$ cat config.mk
export PLATFORM = sky130hd
export DESIGN_NAME = reg_file
export DESIGN_NICKNAME = d
export VERILOG_FILES = /design/src/rtl/mips_pkg.sv /design/src/rtl/reg_file_rd_port.sv /design/src/rtl/reg_file.sv
export SDC_FILE = /design/constraint.sdc
export NUM_CORES = 2
export LEC_CHECK = 0
export ABC_AREA = 0
export CAP_MARGIN = 20
export CORE_ASPECT_RATIO = 0.5
export CORE_MARGIN = 2
export CORE_UTILIZATION = 35
export DETAILED_ROUTE_END_ITERATION = 6
export MAX_ROUTING_LAYER = met4
export PLACE_DENSITY = 0.52
export RECOVER_POWER = 25
export SETUP_SLACK_MARGIN = 0.02
export SLEW_MARGIN = 20
export SYNTH_ARGS = -nofsm -noshare
export SYNTH_HDL_FRONTEND = slang
export SYNTH_SLANG_ARGS = --single-unit
$ cat constraint.sdc
create_clock -name clk -period 7.82 [get_ports clk]
set_clock_uncertainty 0.15 [all_clocks]
set_input_delay 1.564 -clock clk [delete_from_list [all_inputs] [get_ports clk]]
set_output_delay 1.564 -clock clk [all_outputs]
set_load 0.05 [all_outputs]
$ cat src/rtl/mips_pkg.sv
// Shared definitions for the single-cycle MIPS datapath.
// Holds default widths, architectural register indices, register-file reset
// values and the ALU operation encodings used by the execute stage.
package mips_pkg;

  localparam int DATA_W_DEF = 32;
  localparam int ADDR_W_DEF = 5;

  localparam int REG_ZERO = 0;
  localparam int REG_GP   = 28;
  localparam int REG_SP   = 29;
  localparam int REG_RA   = 31;

  localparam logic [31:0] SP_RESET_DEF = 32'h0000_03FC;
  localparam logic [31:0] GP_RESET_DEF = 32'h0000_1800;

  localparam logic [2:0] ALUOP_AND = 3'd0;
  localparam logic [2:0] ALUOP_OR  = 3'd1;
  localparam logic [2:0] ALUOP_ADD = 3'd2;
  localparam logic [2:0] ALUOP_SUB = 3'd6;

endpackage

$ cat src/rtl/reg_file_rd_port.sv
// One combinational read port of the register file.
// Selects an entry by index, forces index 0 to read zero and, when
// REGFILE_BYPASS_EN is defined, forwards the write data of a same-cycle
// write to the same index.
module reg_file_rd_port
  import mips_pkg::*;
#(
  parameter int DATA_W = DATA_W_DEF,
  parameter int ADDR_W = ADDR_W_DEF,
  parameter int NREG   = 2 ** ADDR_W
) (
  input  logic [NREG-1:0][DATA_W-1:0] regs,
  input  logic [ADDR_W-1:0]           rd_addr,
`ifdef REGFILE_BYPASS_EN
  input  logic                        rst_n,
  input  logic                        we,
  input  logic [ADDR_W-1:0]           wa,
  input  logic [DATA_W-1:0]           wd,
`endif
  output logic [DATA_W-1:0]           rd_data
);

  // Zero register first, then (optionally) forward a live write, else storage.
  always_comb begin
    rd_data = regs[rd_addr];
    if (rd_addr == '0) begin
      rd_data = '0;
    end
`ifdef REGFILE_BYPASS_EN
    else if (rst_n && we && (wa != '0) && (wa == rd_addr)) begin
      rd_data = wd;
    end
`endif
  end

endmodule

$ cat src/rtl/reg_file.sv
// 32-entry general-purpose register file for the single-cycle MIPS datapath.
// Two operand read ports (rs -> ALU a, rt -> ALU b path), one debug read port
// and one write-back port. Reads are combinational; writes land on the rising
// edge. Reset is synchronous and active-low and preloads $gp and $sp.
// Optional macro REGFILE_BYPASS_EN enables write-through forwarding on reads.
module reg_file
  import mips_pkg::*;
#(
  parameter int                DATA_W   = DATA_W_DEF,
  parameter int                ADDR_W   = ADDR_W_DEF,
  parameter logic [DATA_W-1:0] SP_RESET = SP_RESET_DEF,
  parameter logic [DATA_W-1:0] GP_RESET = GP_RESET_DEF
) (
  input  logic              clk,
  input  logic              rst_n,
  input  logic [ADDR_W-1:0] ra_addr,
  output logic [DATA_W-1:0] ra_data,
  input  logic [ADDR_W-1:0] rb_addr,
  output logic [DATA_W-1:0] rb_data,
  input  logic              we,
  input  logic [ADDR_W-1:0] wa,
  input  logic [DATA_W-1:0] wd,
  input  logic [ADDR_W-1:0] dbg_addr,
  output logic [DATA_W-1:0] dbg_data
);

  localparam int NREG = 2 ** ADDR_W;

  // Entry 0 has no storage; it is hard-wired to zero in the read view.
  logic [DATA_W-1:0]           regs_q [1:NREG-1];
  logic [NREG-1:0][DATA_W-1:0] regs_view;

  // Reset preloads $gp/$sp and clears the rest; otherwise accept write-back.
  always_ff @(posedge clk) begin
    if (!rst_n) begin
      for (int i = 1; i < NREG; i++) begin
        if (i == REG_GP) begin
          regs_q[i] <= GP_RESET;
        end else if (i == REG_SP) begin
          regs_q[i] <= SP_RESET;
        end else begin
          regs_q[i] <= '0;
        end
      end
    end else if (we && (wa != '0)) begin
      regs_q[wa] <= wd;
    end
  end

  // Flatten storage into one vector the read ports can index, with entry 0 = 0.
  always_comb begin
    regs_view[0] = '0;
    for (int i = 1; i < NREG; i++) begin
      regs_view[i] = regs_q[i];
    end
  end

  reg_file_rd_port #(.DATA_W(DATA_W), .ADDR_W(ADDR_W), .NREG(NREG)) u_port_a (
    .regs    (regs_view),
    .rd_addr (ra_addr),
`ifdef REGFILE_BYPASS_EN
    .rst_n   (rst_n),
    .we      (we),
    .wa      (wa),
    .wd      (wd),
`endif
    .rd_data (ra_data)
  );

  reg_file_rd_port #(.DATA_W(DATA_W), .ADDR_W(ADDR_W), .NREG(NREG)) u_port_b (
    .regs    (regs_view),
    .rd_addr (rb_addr),
`ifdef REGFILE_BYPASS_EN
    .rst_n   (rst_n),
    .we      (we),
    .wa      (wa),
    .wd      (wd),
`endif
    .rd_data (rb_data)
  );

  reg_file_rd_port #(.DATA_W(DATA_W), .ADDR_W(ADDR_W), .NREG(NREG)) u_port_dbg (
    .regs    (regs_view),
    .rd_addr (dbg_addr),
`ifdef REGFILE_BYPASS_EN
    .rst_n   (rst_n),
    .we      (we),
    .wa      (wa),
    .wd      (wd),
`endif
    .rd_data (dbg_data)
  );

endmodule
# Word level (Yosys, flattened, before mapping)
# Memories as Yosys holds them, arrays and structs flattened.
# Cells that the tools add are included.
[op_classes]
mux = 16
n_reduce_logical = 6
order_cmp = 3
[ops]
columns = ["operator", "count"]
rows = [
  ["binary-select mux 32 bit (select 5 bit)", 3],
  ["2-to-1 mux 32 bit", 7],
  ["OR reduction 32 bit", 1],
  ["< comparator 5 x 6 -> 1 bit, second input constant", 3],
  ["logical NOT 5 bit", 3],
  ["2-to-1 mux 1 bit", 5],
  ["2-to-1 mux 5 bit", 1],
  ["nonzero test 5 bit", 1],
  ["logical AND 1 bit", 1],
]
[word_totals]
reg_bits = 0
wordCells = 26
mem_bits_rw = 992
n_memories = 1
[memory_table]
columns = ["memory", "depth", "width", "rd", "rd_clocked_by_memory_dff", "wr", "line", "text"]
rows = [
  ["regs_q", 31, 32, 31, 0, 31, "reg_file.sv:30", "logic [DATA_W-1:0] regs_q [1:NREG-1];"],
]

# Depth between registers and ports, before layout
[depth]
depth_word = 7
depth_mapped = 10
ltp_nobuf = 5

# Modules after synthesis
# A second synthesis with hierarchy kept.
[hier_totals]
hier_cells = 4374
area_unflattened_um2 = 62133.3
[modules_own_cells]
columns = ["module", "area_each_um2", "cells_per_inst", "instances", "seq_area_each_um2"]
rows = [
  ["reg_file", 37029.3, 2382, 1, 29788.6],
  ["reg_file_rd_port", 8368.0, 664, 3, 0.0],
]

# Worst setup path before layout
# OpenSTA, ideal clock, no wires.
[synth_path]
kind = "input -> output"
from = "in ra_addr[0]"
to = "out ra_data[10]"
n_path_buf = 4
path_stages = 8
setup_slack_ns = 2.289
arrival_ns = 3.817
required_ns = 6.106
cell_sequence = "buf_4 buf_4 buf_2 buf_1 a221oi_1 nor3_1 a21oi_1 o21ai_0"
[synth_between]
elab_chain_cells = 3
[synth_rtl]
columns = ["item", "line", "text"]
rows = [
  ["start, declared", "reg_file.sv:16", "input logic [ADDR_W-1:0] ra_addr,"],
  ["binary-select mux 32 bit (select 5 bit)", "reg_file_rd_port.sv:25", "rd_data = regs[rd_addr];"],
  ["2-to-1 mux 32 bit (not written as such)", "reg_file_rd_port.sv:25", ""],
  ["2-to-1 mux 32 bit (*)", "reg_file_rd_port.sv:26", "if (rd_addr == '0) begin"],
  ["end, declared", "reg_file.sv:17", "output logic [DATA_W-1:0] ra_data,"],
]
# Mark *: on every way between the ends. The rest lies on a longest branch, timed or not. The select of a mux whose other input is x is not followed.

==> flow_summary.yaml <==
worst_setup_path:
  cp.required_ns: 8.28
  crit_fanout: 34
  cpMostUsedCell: "clkbuf_1"
  worstSetupPathDepth: 6
  crit_type: "input port to register"
  slowest_stage: "clkbuf_1"
  path_delay_family: "buffers and inverters"
  critPathMaxStageDelay_ns: 2.74
  path_cells: "clkbuf_1 -> nand4_1 -> clkbuf_1 -> nor2_4 -> clkbuf_1 -> and2_0"
  cp-start-kind: "input port"
  path_buf_inv: 3
  endpoint: "regs_q[3][23]$_SDFFCE_PN0P_"
  cp-startpoint: "rst_n"
  cp.arrival_ns: 7.71
  cp-end-kind: "register"
synth:
  yosys-top-cells-area: "edfxtp_1 48%, mux4_2 21%, and2_1 10%"
  syn_inst: 4724
  synth-edff-count: 992
  synth.yosys.seq_area_share_pct: 48.22
  synthTopCellsByCount: "992 x edfxtp_1, 983 x and2_1, 580 x mux4_2"
  async_flop_share_pct: 0
  synth-seq-cells: 992
  synth_top_area_share_pct: 48.22
  yosys_warnings: 0
  yosys.area.top_type: "edfxtp_1"
  synth_most_common_cell: "edfxtp_1"
  syn_area_per_cell_sq_um: 13.08
  synth_cell_type_count: 43
  synthesis.area_sq_mm: 0.06178
  synth_nets: 4779
  ys.flop_type: "edfxtp_1"
clock_network:
  cts_tree: "done"
  postCtsSetupBuffers: 0
  cts-buffers-inserted: 103
  clkTransAtPathRegs_ns: 0.06
  cts_max_path_buffers: 3
  cts-root-buf: "clkbuf_16"
  holdBufCountCts: 0
  cts_max_level: 3
  numClockSinks: 992
  cts_resized: 0
die:
  die_w_um: 598.1
  io_pins: 151
  rows: 108
  die_h_um: 301.1
  initial_core_util_pct: 35.44
  fp.coreArea_sq_mm: 0.1743
  die_area_sq_mm: 0.1801
finish:
  synthToLayoutAreaGrowth_pct: 13.26
  largest_reg_flops: 992
  reg_top3: "regs_q: 992 flops"
  largest_register: "regs_q"
  nNetsFinal: 4737
  layout-drive-gt1-share_pct: 25.02
drt:
  drtIter0Drc: 7842
  vias: 46340
  drt_wl_total_mm: 275.8
  drt-wirelength-per-cell_um: 38.89
  drc: 2
  drt.antenna.violating_nets: 0
  firstDrtPassIters: 7
  via_per_inst: 6.534
timing:
  fmax_mhz: 137.9
  min_period_over_period_pct: 92.74
  report.final.slew_viol_count: 194
  final.setup.tns_ns: 0
  grt_setup_unrepaired: "false"
  setup_viol: 0
  relSlewSlack_pct: -164.4
  finalHoldViolations: 0
  fin_hold_ws_ns: 1.354
  tightest_slew_ns: 3.966
  period_needed_ns: 7.252
power_and_ir_drop:
  p_leak_nw: 23.68
  power.density_mw_per_mm2: 206.8
  ir_worst_vdd_v: 0.0001708
global_route:
  first_global_vias: 43984
  grtUsageTotal_pct: 31.16
  gr-total-overflow: 0
  grt_antenna_before_repair: 38
  grt_max_degree: 85
  grt_pass1_wl_mm: 376.0
outcome:
  outcome: "finished with violations"
  violations: "design-rule violations, max-capacitance violations, max-slew violations"
placement:
  gp_congestion: 0.9574
  place_hpwl_mm: 172.6
  io_buffer_count: 150
min_path:
  hold_path_class: "input port to register"
  hold_depth: 2
flow_run:
  maxCapViolations: 8
per-stage QoR:
stage / utilization, % / worst slack, ns / total power, mW / cells / cell area [sq um]
6_report: 40.14 / 0.5676 / 14.47 / 7092 / 69970
3_3_place_gp: 38.21 / 0.8322 / 9.234 / 6883 / 66610
4_1_cts: 40.20 / 0.9242 / 14.40 / 7075 / 70080
3_5_place_dp: 38.26 / 0.9247 / 9.256 / 6887 / 66690
2_1_floorplan: - / 2.289 / 8.023 / 4724 / 61780
5_1_grt: 40.13 / 0.3887 / 14.79 / 7085 / 69950
layer usage:
layer | vias up | wire (um) | GRT usage [%]
met1 | 24325 | 113500 | 43.57
met3 | 476 | 40620 | 11.42
met4 | 0 | 8666 | 8.763
met2 | 3542 | 113000 | 41.98
met5 | - | 0 | -
li1 | 17997 | - | -
layout make-up:
class / count / area (sq um)
Inverter: 11 / 46.29
Fill cell: 16153 / 104300
Multi-Input combinational cell: 3194 / 30250
Sequential cell: 992 / 29790
Tap cell: 2310 / 2890
Timing Repair Buffer: 380 / 3562
Clock inverter: 66 / 680.7
Clock buffer: 122 / 2713
Antenna cell: 17 / 42.54
cell usage in the layout, fill, tap and decap left out, types with 21 or more instances in the layout:
cell type,netlist,routed
o211ai_1,64,64
a221oi_1,94,94
o21ai_0,108,79
nor2_1,117,92
edfxtp_1,992,992
clkinv_2,0,21
clkdlybuf4s50_1,0,115
nor3_1,68,68
a21oi_1,200,200
and2_1,983,817
mux4_2,580,580
and2_0,2,166
clkinv_1,2,24
mux2_2,131,131
buf_4,24,196
mux2i_1,202,202
nor2b_1,102,97
nor2_4,0,23
nand3_1,66,66
clkbuf_16,0,106
o21ai_4,0,29
o22ai_1,27,27
buf_12,0,31
nand2_1,323,322
where the power goes:
group	internal (mW)	leakage, nW	switching, mW
Sequential	6.15	9.44	0.230
Combinational	1.03	12.6	1.84
Clock	2.92	1.66	2.30
worst min-delay path by stage:
stage,start,to,slack [ns]
final,wd[23],regs_q[15][23]$_SDFFCE_PN0P_,1.35
after global routing,wd[23],regs_q[11][23]$_SDFFCE_PN0P_,1.35
after global placement,wd[24],regs_q[15][24]$_SDFFCE_PN0P_,2.23
after detailed placement,wd[19],regs_q[12][19]$_SDFFCE_PN0P_,2.14
after floorplan,wd[11],regs_q[28][11]$_SDFFCE_PN1P_,1.59
after CTS,wd[19],regs_q[7][19]$_SDFFCE_PN0P_,1.34
kinds of logic after synthesis:
logic type / Yosys count / synth area share [%]
muxes: 913 / 26.81
and+or+nand+nor: 1696 / 15.14
DFF: 992 / 48.22
AOI/OAI and AO/OA: 585 / 6.078
buffers and inverters: 538 / 3.751
No activity file was read; power rests on OpenSTA's default activity.
